===== src/rtl/lsu_mem_arbiter.sv =====
// lsu_mem_arbiter: funnels per-thread LSU load/store ports onto memory channels.
// Optional MEM_ARB_ROUND_ROBIN_EN: rotating claim priority (default: fixed, port 0 first).
module lsu_mem_arbiter #(
    parameter int ADDR_BITS     = 8,
    parameter int DATA_BITS     = 8,
    parameter int NUM_CONSUMERS = 4,
    parameter int NUM_CHANNELS  = 1
) (
    input  logic                               clk,
    input  logic                               reset,
    input  logic [NUM_CONSUMERS-1:0]           consumer_read_valid,
    input  logic [NUM_CONSUMERS*ADDR_BITS-1:0] consumer_read_address,
    output logic [NUM_CONSUMERS-1:0]           consumer_read_ready,
    output logic [NUM_CONSUMERS*DATA_BITS-1:0] consumer_read_data,
    input  logic [NUM_CONSUMERS-1:0]           consumer_write_valid,
    input  logic [NUM_CONSUMERS*ADDR_BITS-1:0] consumer_write_address,
    input  logic [NUM_CONSUMERS*DATA_BITS-1:0] consumer_write_data,
    output logic [NUM_CONSUMERS-1:0]           consumer_write_ready,
    output logic [NUM_CHANNELS-1:0]            mem_read_valid,
    output logic [NUM_CHANNELS*ADDR_BITS-1:0]  mem_read_address,
    input  logic [NUM_CHANNELS-1:0]            mem_read_ready,
    input  logic [NUM_CHANNELS*DATA_BITS-1:0]  mem_read_data,
    output logic [NUM_CHANNELS-1:0]            mem_write_valid,
    output logic [NUM_CHANNELS*ADDR_BITS-1:0]  mem_write_address,
    output logic [NUM_CHANNELS*DATA_BITS-1:0]  mem_write_data,
    input  logic [NUM_CHANNELS-1:0]            mem_write_ready
);

    localparam int PW = (NUM_CONSUMERS > 1) ? $clog2(NUM_CONSUMERS) : 1;

    typedef enum logic [2:0] {
        S_IDLE,
        S_READ_WAIT,
        S_WRITE_WAIT,
        S_READ_RELAY,
        S_WRITE_RELAY
    } state_t;

    state_t                           r_state   [NUM_CHANNELS];
    state_t                           w_state_n [NUM_CHANNELS];
    logic [PW-1:0]                    r_port    [NUM_CHANNELS];
    logic [PW-1:0]                    w_port_n  [NUM_CHANNELS];

    logic [NUM_CONSUMERS-1:0]         r_serving;
    logic [NUM_CONSUMERS-1:0]         w_serving_n;
    logic [NUM_CONSUMERS-1:0]         w_taken;

    logic [NUM_CHANNELS-1:0]          r_mrv;
    logic [NUM_CHANNELS-1:0]          w_mrv_n;
    logic [NUM_CHANNELS-1:0]          r_mwv;
    logic [NUM_CHANNELS-1:0]          w_mwv_n;
    logic [NUM_CHANNELS*ADDR_BITS-1:0] r_mra;
    logic [NUM_CHANNELS*ADDR_BITS-1:0] w_mra_n;
    logic [NUM_CHANNELS*ADDR_BITS-1:0] r_mwa;
    logic [NUM_CHANNELS*ADDR_BITS-1:0] w_mwa_n;
    logic [NUM_CHANNELS*DATA_BITS-1:0] r_mwd;
    logic [NUM_CHANNELS*DATA_BITS-1:0] w_mwd_n;

    logic [NUM_CONSUMERS-1:0]          r_crr;
    logic [NUM_CONSUMERS-1:0]          w_crr_n;
    logic [NUM_CONSUMERS-1:0]          r_cwr;
    logic [NUM_CONSUMERS-1:0]          w_cwr_n;
    logic [NUM_CONSUMERS*DATA_BITS-1:0] r_crd;
    logic [NUM_CONSUMERS*DATA_BITS-1:0] w_crd_n;

    int   w_start;
    int   w_idx;
    int   w_sel;
    int   w_p;
    logic w_found;

`ifdef MEM_ARB_ROUND_ROBIN_EN
    logic [PW-1:0] r_ptr;
    logic [PW-1:0] w_ptr_n;
`endif

    assign consumer_read_ready  = r_crr;
    assign consumer_read_data   = r_crd;
    assign consumer_write_ready = r_cwr;
    assign mem_read_valid       = r_mrv;
    assign mem_read_address     = r_mra;
    assign mem_write_valid      = r_mwv;
    assign mem_write_address    = r_mwa;
    assign mem_write_data       = r_mwd;

    // Channel FSMs: claim scan, memory handshake and consumer relay (next-state logic)
    always_comb begin
        w_state_n   = r_state;
        w_port_n    = r_port;
        w_serving_n = r_serving;
        w_taken     = r_serving;
        w_mrv_n     = r_mrv;
        w_mwv_n     = r_mwv;
        w_mra_n     = r_mra;
        w_mwa_n     = r_mwa;
        w_mwd_n     = r_mwd;
        w_crr_n     = r_crr;
        w_cwr_n     = r_cwr;
        w_crd_n     = r_crd;
        w_idx       = 0;
        w_sel       = 0;
        w_p         = 0;
        w_found     = 1'b0;
`ifdef MEM_ARB_ROUND_ROBIN_EN
        w_ptr_n     = r_ptr;
        w_start     = int'(r_ptr);
`else
        w_start     = 0;
`endif
        // Lower channel indices claim first; w_taken hides their picks
        for (int c = 0; c < NUM_CHANNELS; c++) begin
            w_p = int'(r_port[c]);
            unique case (r_state[c])
                S_IDLE: begin
                    w_found = 1'b0;
                    w_sel   = 0;
                    for (int k = 0; k < NUM_CONSUMERS; k++) begin
                        w_idx = w_start + k;
                        if (w_idx >= NUM_CONSUMERS)
                            w_idx = w_idx - NUM_CONSUMERS;
                        if (!w_found && !w_taken[w_idx] &&
                            (consumer_read_valid[w_idx] ||
                             consumer_write_valid[w_idx])) begin
                            w_found = 1'b1;
                            w_sel   = w_idx;
                        end
                    end
                    if (w_found) begin
                        w_taken[w_sel]     = 1'b1;
                        w_serving_n[w_sel] = 1'b1;
                        w_port_n[c]        = PW'(w_sel);
`ifdef MEM_ARB_ROUND_ROBIN_EN
                        w_ptr_n = PW'((w_sel + 1) % NUM_CONSUMERS);
`endif
                        // A port asking for both gets its load first
                        if (consumer_read_valid[w_sel]) begin
                            w_mrv_n[c] = 1'b1;
                            w_mra_n[c*ADDR_BITS +: ADDR_BITS] =
                                consumer_read_address[w_sel*ADDR_BITS +: ADDR_BITS];
                            w_state_n[c] = S_READ_WAIT;
                        end else begin
                            w_mwv_n[c] = 1'b1;
                            w_mwa_n[c*ADDR_BITS +: ADDR_BITS] =
                                consumer_write_address[w_sel*ADDR_BITS +: ADDR_BITS];
                            w_mwd_n[c*DATA_BITS +: DATA_BITS] =
                                consumer_write_data[w_sel*DATA_BITS +: DATA_BITS];
                            w_state_n[c] = S_WRITE_WAIT;
                        end
                    end
                end
                S_READ_WAIT: begin
                    if (mem_read_ready[c]) begin
                        w_mrv_n[c] = 1'b0;
                        w_crr_n[w_p] = 1'b1;
                        w_crd_n[w_p*DATA_BITS +: DATA_BITS] =
                            mem_read_data[c*DATA_BITS +: DATA_BITS];
                        w_state_n[c] = S_READ_RELAY;
                    end
                end
                S_WRITE_WAIT: begin
                    if (mem_write_ready[c]) begin
                        w_mwv_n[c]   = 1'b0;
                        w_cwr_n[w_p] = 1'b1;
                        w_state_n[c] = S_WRITE_RELAY;
                    end
                end
                S_READ_RELAY: begin
                    if (!consumer_read_valid[w_p]) begin
                        w_crr_n[w_p]     = 1'b0;
                        w_serving_n[w_p] = 1'b0;
                        w_state_n[c]     = S_IDLE;
                    end
                end
                S_WRITE_RELAY: begin
                    if (!consumer_write_valid[w_p]) begin
                        w_cwr_n[w_p]     = 1'b0;
                        w_serving_n[w_p] = 1'b0;
                        w_state_n[c]     = S_IDLE;
                    end
                end
                default: begin
                    w_state_n[c] = S_IDLE;
                end
            endcase
        end
    end

    // State and registered outputs; reset abandons any outstanding memory op
    always_ff @(posedge clk or posedge reset) begin
        if (reset) begin
            for (int c = 0; c < NUM_CHANNELS; c++) begin
                r_state[c] <= S_IDLE;
                r_port[c]  <= '0;
            end
            r_serving <= '0;
            r_mrv     <= '0;
            r_mwv     <= '0;
            r_mra     <= '0;
            r_mwa     <= '0;
            r_mwd     <= '0;
            r_crr     <= '0;
            r_cwr     <= '0;
            r_crd     <= '0;
`ifdef MEM_ARB_ROUND_ROBIN_EN
            r_ptr     <= '0;
`endif
        end else begin
            r_state   <= w_state_n;
            r_port    <= w_port_n;
            r_serving <= w_serving_n;
            r_mrv     <= w_mrv_n;
            r_mwv     <= w_mwv_n;
            r_mra     <= w_mra_n;
            r_mwa     <= w_mwa_n;
            r_mwd     <= w_mwd_n;
            r_crr     <= w_crr_n;
            r_cwr     <= w_cwr_n;
            r_crd     <= w_crd_n;
`ifdef MEM_ARB_ROUND_ROBIN_EN
            r_ptr     <= w_ptr_n;
`endif
        end
    end

endmodule


===== config.mk =====
export PLATFORM = sky130hd
export DESIGN_NAME = lsu_mem_arbiter
export DESIGN_NICKNAME = d
export VERILOG_FILES = /design/src/rtl/lsu_mem_arbiter.sv
export SDC_FILE = /design/constraint.sdc
export NUM_CORES = 1
export LEC_CHECK = 0
export BUFFER_PORTS_ARGS = -buffer_cell sky130_fd_sc_hd__buf_2
export CAP_MARGIN = 5
export CORE_UTILIZATION = 37
export DETAILED_ROUTE_END_ITERATION = 10
export PLACE_DENSITY = 0.65
export SETUP_SLACK_MARGIN = 0.05
export SLEW_MARGIN = 20
export SYNTH_ARGS = -nofsm -noshare
export SYNTH_HDL_FRONTEND = slang
export SYNTH_SLANG_ARGS = --single-unit

===== constraint.sdc =====
create_clock -name clk -period 2.6 [get_ports clk]
set_input_delay 0.26 -clock clk [delete_from_list [all_inputs] [get_ports clk]]
set_output_delay 0.26 -clock clk [all_outputs]
set_load 0.01 [all_outputs]

==> summary.txt, run 1 <==
Outcome
  – Status: completed

Placement
  – Post-DP HPWL: 9050 um
  – Placed cell area: 5090 sq um
  – Port Buffers: 181
  – Gpl congestion: 0.866
  – # placed instances: 732

Synthesis
  – Part of the Yosys area used for sequential elements: 0.463
  – Post-synthesis cell count: 434
  – EDFF count, synth: 0
  – Synthesized area: 4050 sq um
  – Synth warn: 0
  – Seq cells post-synth: 75
  – Syn Nets: 558
  – Main synth FF type: dfrtp_1
  – Avg Inst Size Synth: 9.33 sq um
  – FFs w/ async S/R, synth: 1.00
  – Post-synthesis cell type count: 45

Clocking
  – CTS resizes: 0
  – Clk buf depth: 2
  – H-tree depth: 3
  – Root buffer cell: clkbuf_8
  – Clock latency at the later pin of the worst-skew pair: 0.36 ns
  – Hold-fix buffers, CTS: 1
  – Postcts setup bufs: 0
  – Clk pin slew, worst setup/hold paths: 0.09 ns
  – CTS tree: done
  – # clock sinks: 75
  – TritonCTS Buffers: 9

STA
  – Slew @ Worst Pin: 1.01 ns
  – Setup violators final: 0
  – RSZ-0062 raised after global routing: no
  – Max Slew Vio Count: 0
  – Crit share post-route: 0.840
  – Fmax: 0.458 GHz
  – Clock skew: 0.0135 ns
  – Min Tclk post-route: 2.18 ns
  – Fin. Hold Viols: 0
  – Rel. slew slack: 0.324
  – Fin Setup TNS: 0 ns

Power
  – Peak VDD IR: 0.399 mV
  – Pwr Density: 1190 nW/um^2
  – Leakage: 2.59 nW

Die
  – Initial Utilization: 0.387
  – Io pins: 182
  – Die height: 107 um
  – Die W: 107 um
  – Core footprint: 10500 sq um
  – Die area: 11400 sq um
  – Placement row count: 37

GRT
  – Largest net degree at the start of global routing: 46
  – Vias in the first global route: 3973
  – Grt total ovfl: 0
  – First-pass GRT wire length: 19500 um
  – Total track usage: 0.219
  – Initial antenna violation count: 1

Drt
  – Met2 Routed Length: 5710 um
  – Vias: 3977
  – Post-route DRC: 0
  – Routed wire length on met3: 878 um
  – Routed WL per cell: 16.1 um
  – Wl on met1: 5160 um
  – Drt first pass iters: 4
  – Vias per cell: 5.30
  – Max layer used: met4
  – Drt total wl: 12100 um
  – DRT antenna net count: 0
  – DRT iter0 DRCs: 198

Finish
  – Post-route cell area: 5350 sq um
  – Commonest non-fill, non-tap cell in the layout: buf_2
  – Most frequent cells in the layout: buf_2 (181), nand2_1 (98), dfrtp_1 (75), a21oi_1 (41), o21ai_0 (40)
  – Ratio of cells with drive above 1 in the final layout: 0.405
  – Final net count: 732
  – Layout area overhead: 32.1%
  – Non-Filler Instances: 750

Worst setup path
  – Flop2flop setup slack: 0.42 ns
  – Startpoint Class: flop
  – Worst Setup Path Type: reg2reg
  – Cell depth of the worst flop-to-flop path: 5
  – Worst EP arrival: 2.47 ns
  – Worst EP required: 2.89 ns
  – Worst-path fanout max: 25
  – Crit end category: flop

Flow run
  – Number of max-cap violations: 0

Worst hold path
  – Hold Crit Class: in2reg
  – WHS Path Cells: 3
-- cell families (layout without fill, tap and decap cells) --
family          Yosys count  after routing  share of synthesized area
fa+ha+maj                 8              8                     0.0247
compound gates          132            132                      0.216
other cells               0              1                          0
buf+inv                  40            219                     0.0429
flops                    75             75                      0.463
simple gates            152            152                      0.171
mux                      27             27                     0.0816
-- synthesized netlist by cell type, types with 4 or more instances --
cell type	n	area, sq um
a21oi_1	41	205
o21bai_1	4	30.0
buf_2	4	20.0
a31oi_1	9	56.3
dfrtp_1	75	1880
mux2_2	23	259
clkbuf_1	18	67.6
nand3_1	25	125
nor2_1	4	15.0
ha_1	8	100
nand2_1	98	368
inv_1	12	45.0
nand2b_1	5	31.3
a221o_1	24	240
o21ai_0	40	200
-- through the flow --
step | hold slack [ns] | power [W] | util | worst slack [ns]
2_1_floorplan | 0.396 | 0.00418 | - | 0.430
3_5_place_dp | 0.336 | 0.00527 | 0.486 | 0.367
3_3_place_gp | 0.335 | 0.00519 | 0.486 | 0.411
4_1_cts | 0.171 | 0.00641 | 0.511 | 0.426
5_1_grt | 0.187 | 0.00685 | 0.511 | 0.236
6_report | 0.181 | 0.00636 | 0.511 | 0.417
-- cell type report --
| class | count | area [sq um] |
|---|---|---|
| inverters | 12 | 46.3 |
| flip-flops and latches | 75 | 1880 |
| multi-input cells | 319 | 2010 |
| repair buffers | 191 | 996 |
| well taps | 136 | 170 |
| clock buffers | 9 | 124 |
| fillers | 1026 | 5110 |
| clock inverters | 7 | 124 |
| diodes | 1 | 2.50 |
-- final timing paths --
check	start	end
max	r_serving[0]	mem_write_address[2]
min	mem_read_data[4]	consumer_read_data[20]
max reg2reg	r_serving[0]	mem_write_address[2]
min reg2reg	consumer_read_data[3]	consumer_read_data[3]
max in group asynchronous	reset	async pin
min in group asynchronous	reset	mem_write_address[3]
-- per-layer routing --
| layer | track usage | vias up |
|---|---|---|
| met1 | 0.278 | 1893 |
| met2 | 0.353 | 158 |
| met3 | 0.0541 | 22 |
| met5 | 0 | - |
| met4 | 0.0930 | 0 |
| li1 | - | 1904 |
-- worst max-delay path: stages (launching register included) --
cell      delay (ns)
dfrtp_1         0.40
o21bai_1        0.21
nand2_1         0.23
nor3_4          0.82
a221o_1         0.29
mux2_2          0.15
-- power by group --
part	leakage [nW]	internal (W)	switching (W)
Clock	0.120	0.000646	0.000479
Sequential	0.941	0.00166	0.000353
Combinational	1.52	0.00140	0.00182
No activity file was read; power rests on OpenSTA's default activity.
==> run 2: changes to the inputs <==
clock period = 2.05 ns   (was 2.6 ns; I/O delays follow)
==> run 2 against run 1 <==
First-iteration DRC count shrank 34%. Sequential power rose by 24%. Via count up 0.38%. Total power is 27% higher. Worst setup slack got worse by 0.38 ns. Routed wire length increased by 0.52%. Clock skew rose by 0.0037 ns. Flip-flop and latch count unchanged. Sequential share of layout area shrank 0.57 points. Maximum frequency grew 8.5%. Largest cell class unchanged.
==> summary.txt, run 2 (synthesis results as in run 1) <==
Die
  – Die W: 107 um (unchanged)
  – Die area: 11400 sq um (unchanged)
  – Placement row count: 37 (unchanged)
  – Die height: 107 um (unchanged)
  – Initial Utilization: 0.387 (unchanged)
  – Core footprint: 10500 sq um (unchanged)
  – Io pins: 182 (unchanged)

Clocking
  – H-tree depth: 3 (unchanged)
  – Clk buf depth: 2 (unchanged)
  – Root buffer cell: clkbuf_8 (unchanged)
  – CTS tree: done (unchanged)
  – Clk pin slew, worst setup/hold paths: 0.09 ns (about the same)
  – Clock latency at the later pin of the worst-skew pair: 0.36 ns (about the same)
  – TritonCTS Buffers: 9 (unchanged)
  – # clock sinks: 75 (unchanged)

Worst setup path
  – Startpoint Class: flop (unchanged)
  – Worst EP arrival: 2.25 ns (was 2.47 ns)
  – Worst Setup Path Type: reg2reg (unchanged)
  – Worst EP required: 2.28 ns (was 2.89 ns)
  – Worst-path fanout max: 4 (was 25)
  – Crit end category: flop (unchanged)

Finish
  – Layout area overhead: 34.4% (was 32.1%)
  – Post-route cell area: 5440 sq um (was 5350 sq um)
  – Multi-input logic area: 2030 sq um (was 2010 sq um)
  – Ratio of cells with drive above 1 in the final layout: 0.425 (was 0.405)
  – Final net count: 747 (was 732)
  – Non-Filler Instances: 765 (was 750)
  – Fillers: 1045 (was 1026)
  – Commonest non-fill, non-tap cell in the layout: buf_2 (unchanged)
  – Seq. cell area: 1880 sq um (about the same)
  – Most frequent cells in the layout: buf_2 (181), nand2_1 (98), dfrtp_1 (74), a21oi_1 (41), o21ai_0 (40) (was buf_2 (181), nand2_1 (98), dfrtp_1 (75), a21oi_1 (41), o21ai_0 (40))

Drt
  – Drt total wl: 12100 um (about the same)
  – Drt first pass iters: 4 (unchanged)
  – DRT iter0 DRCs: 130 (was 198)
  – Vias: 3992 (was 3977)
  – Post-route DRC: 0 (unchanged)
  – Vias per cell: 5.22 (was 5.30)
  – Routed WL per cell: 15.8 um (was 16.1 um)
  – DRT antenna net count: 0 (unchanged)

STA
  – Fin Hold WS: 0.120 ns (was 0.181 ns)
  – Setup violators final: 0 (unchanged)
  – Final WS setup: 0.0374 ns (was 0.417 ns)
  – Slew @ Worst Pin: 0.682 ns (was 1.01 ns)
  – Clock skew: 0.0172 ns (was 0.0135 ns)
  – Max Slew Vio Count: 0 (unchanged)
  – Rel. slew slack: 0.544 (was 0.324)
  – Min Tclk post-route: 2.01 ns (was 2.18 ns)
  – Fin. Hold Viols: 0 (unchanged)
  – Fmax: 0.497 GHz (was 0.458 GHz)
  – RSZ-0062 raised after global routing: yes (was no)
  – Crit share post-route: 0.982 (was 0.840)

GRT
  – Initial antenna violation count: 1 (unchanged)
  – Total track usage: 0.222 (was 0.219)
  – Largest net degree at the start of global routing: 46 (unchanged)
  – Grt total ovfl: 0 (unchanged)
  – Vias in the first global route: 3946 (was 3973)
  – First-pass GRT wire length: 19700 um (was 19500 um)

Placement
  – # placed instances: 746 (was 732)
  – DP Worst Slack: -0.0124 ns (was 0.367 ns)
  – Placed cell area: 5220 sq um (was 5090 sq um)
  – Post-DP HPWL: 9260 um (was 9050 um)
  – Gpl congestion: 0.869 (was 0.866)
  – Port Buffers: 181 (unchanged)

Power
  – Pwr Total: 0.00805 W (was 0.00636 W)
  – Pwr Density: 1480 nW/um^2 (was 1190 nW/um^2)
  – Peak VDD IR: 0.547 mV (was 0.399 mV)
  – Leakage: 2.62 nW (was 2.59 nW)

Worst hold path
  – Hold Crit Class: in2reg (unchanged)

Flow run
  – Number of max-cap violations: 0 (unchanged)

Outcome
  – Status: completed (unchanged)
==> run 2: worst max-delay path: stages, from the launching register on <==
cell and delay (ns):
dfrtp_2 0.41, mux4_2 0.55, a22o_1 0.27, a311oi_4 0.33, mux2_4 0.33
==> run 2: stage by stage <==
stage / util / TNS (ns)
after detailed placement: 0.499 / -0.0469
after CTS: 0.518 / 0
after floorplan: - / 0
after global routing: 0.520 / 0
final: 0.520 / 0
after global placement: 0.499 / 0
==> run 2: layout make-up <==
type / count / area share
Multi-Input combinational cell: 319 / 0.372
Sequential cell: 75 / 0.345
Timing Repair Buffer: 206 / 0.208
Tap cell: 136 / 0.0313
Clock buffer: 9 / 0.0228
Clock inverter: 7 / 0.0106
Inverter: 12 / 0.00897
Antenna cell: 1 / 0.000460
==> run 2: path summary, 6_finish.rpt <==
path | start | end | slack (ns) | depth (start not counted)
max in group asynchronous | reset | r_port[0] | 1.11 | 4
min reg2reg | consumer_read_data[25] | consumer_read_data[25] | 0.48 | 2
min in group asynchronous | reset | mem_write_address[3] | 0.37 | 3
max | r_port[0] | r_state[1] | 0.04 | 4
max reg2reg | r_port[0] | r_state[1] | 0.04 | 4
min | mem_read_data[1] | consumer_read_data[25] | 0.12 | 3
==> run 2: where the power goes <==
group	total [W]	internal, W	leakage [nW]	switching [W]
clock	0.00109	0.000454	0.0829	0.000633
combinational	0.00446	0.00203	1.60	0.00243
sequential	0.00251	0.00211	0.940	0.000397
==> run 2: routing by layer <==
layer / track usage / wire length, um / vias up
li1: - / - / 1932
met4: 0.0978 / 318 / 0
met5: 0 / 0 / -
met3: 0.0596 / 919 / 22
met2: 0.359 / 5730 / 164
met1: 0.278 / 5160 / 1874
==> run 2: what timing repair did <==
item,4_1_cts,5_1_grt
hold endpoints to repair,13,0
pin swaps,0,2
hold buffers,1,0
buffers inserted,0,1
setup endpoints to repair,25,20
resized for setup,1,5
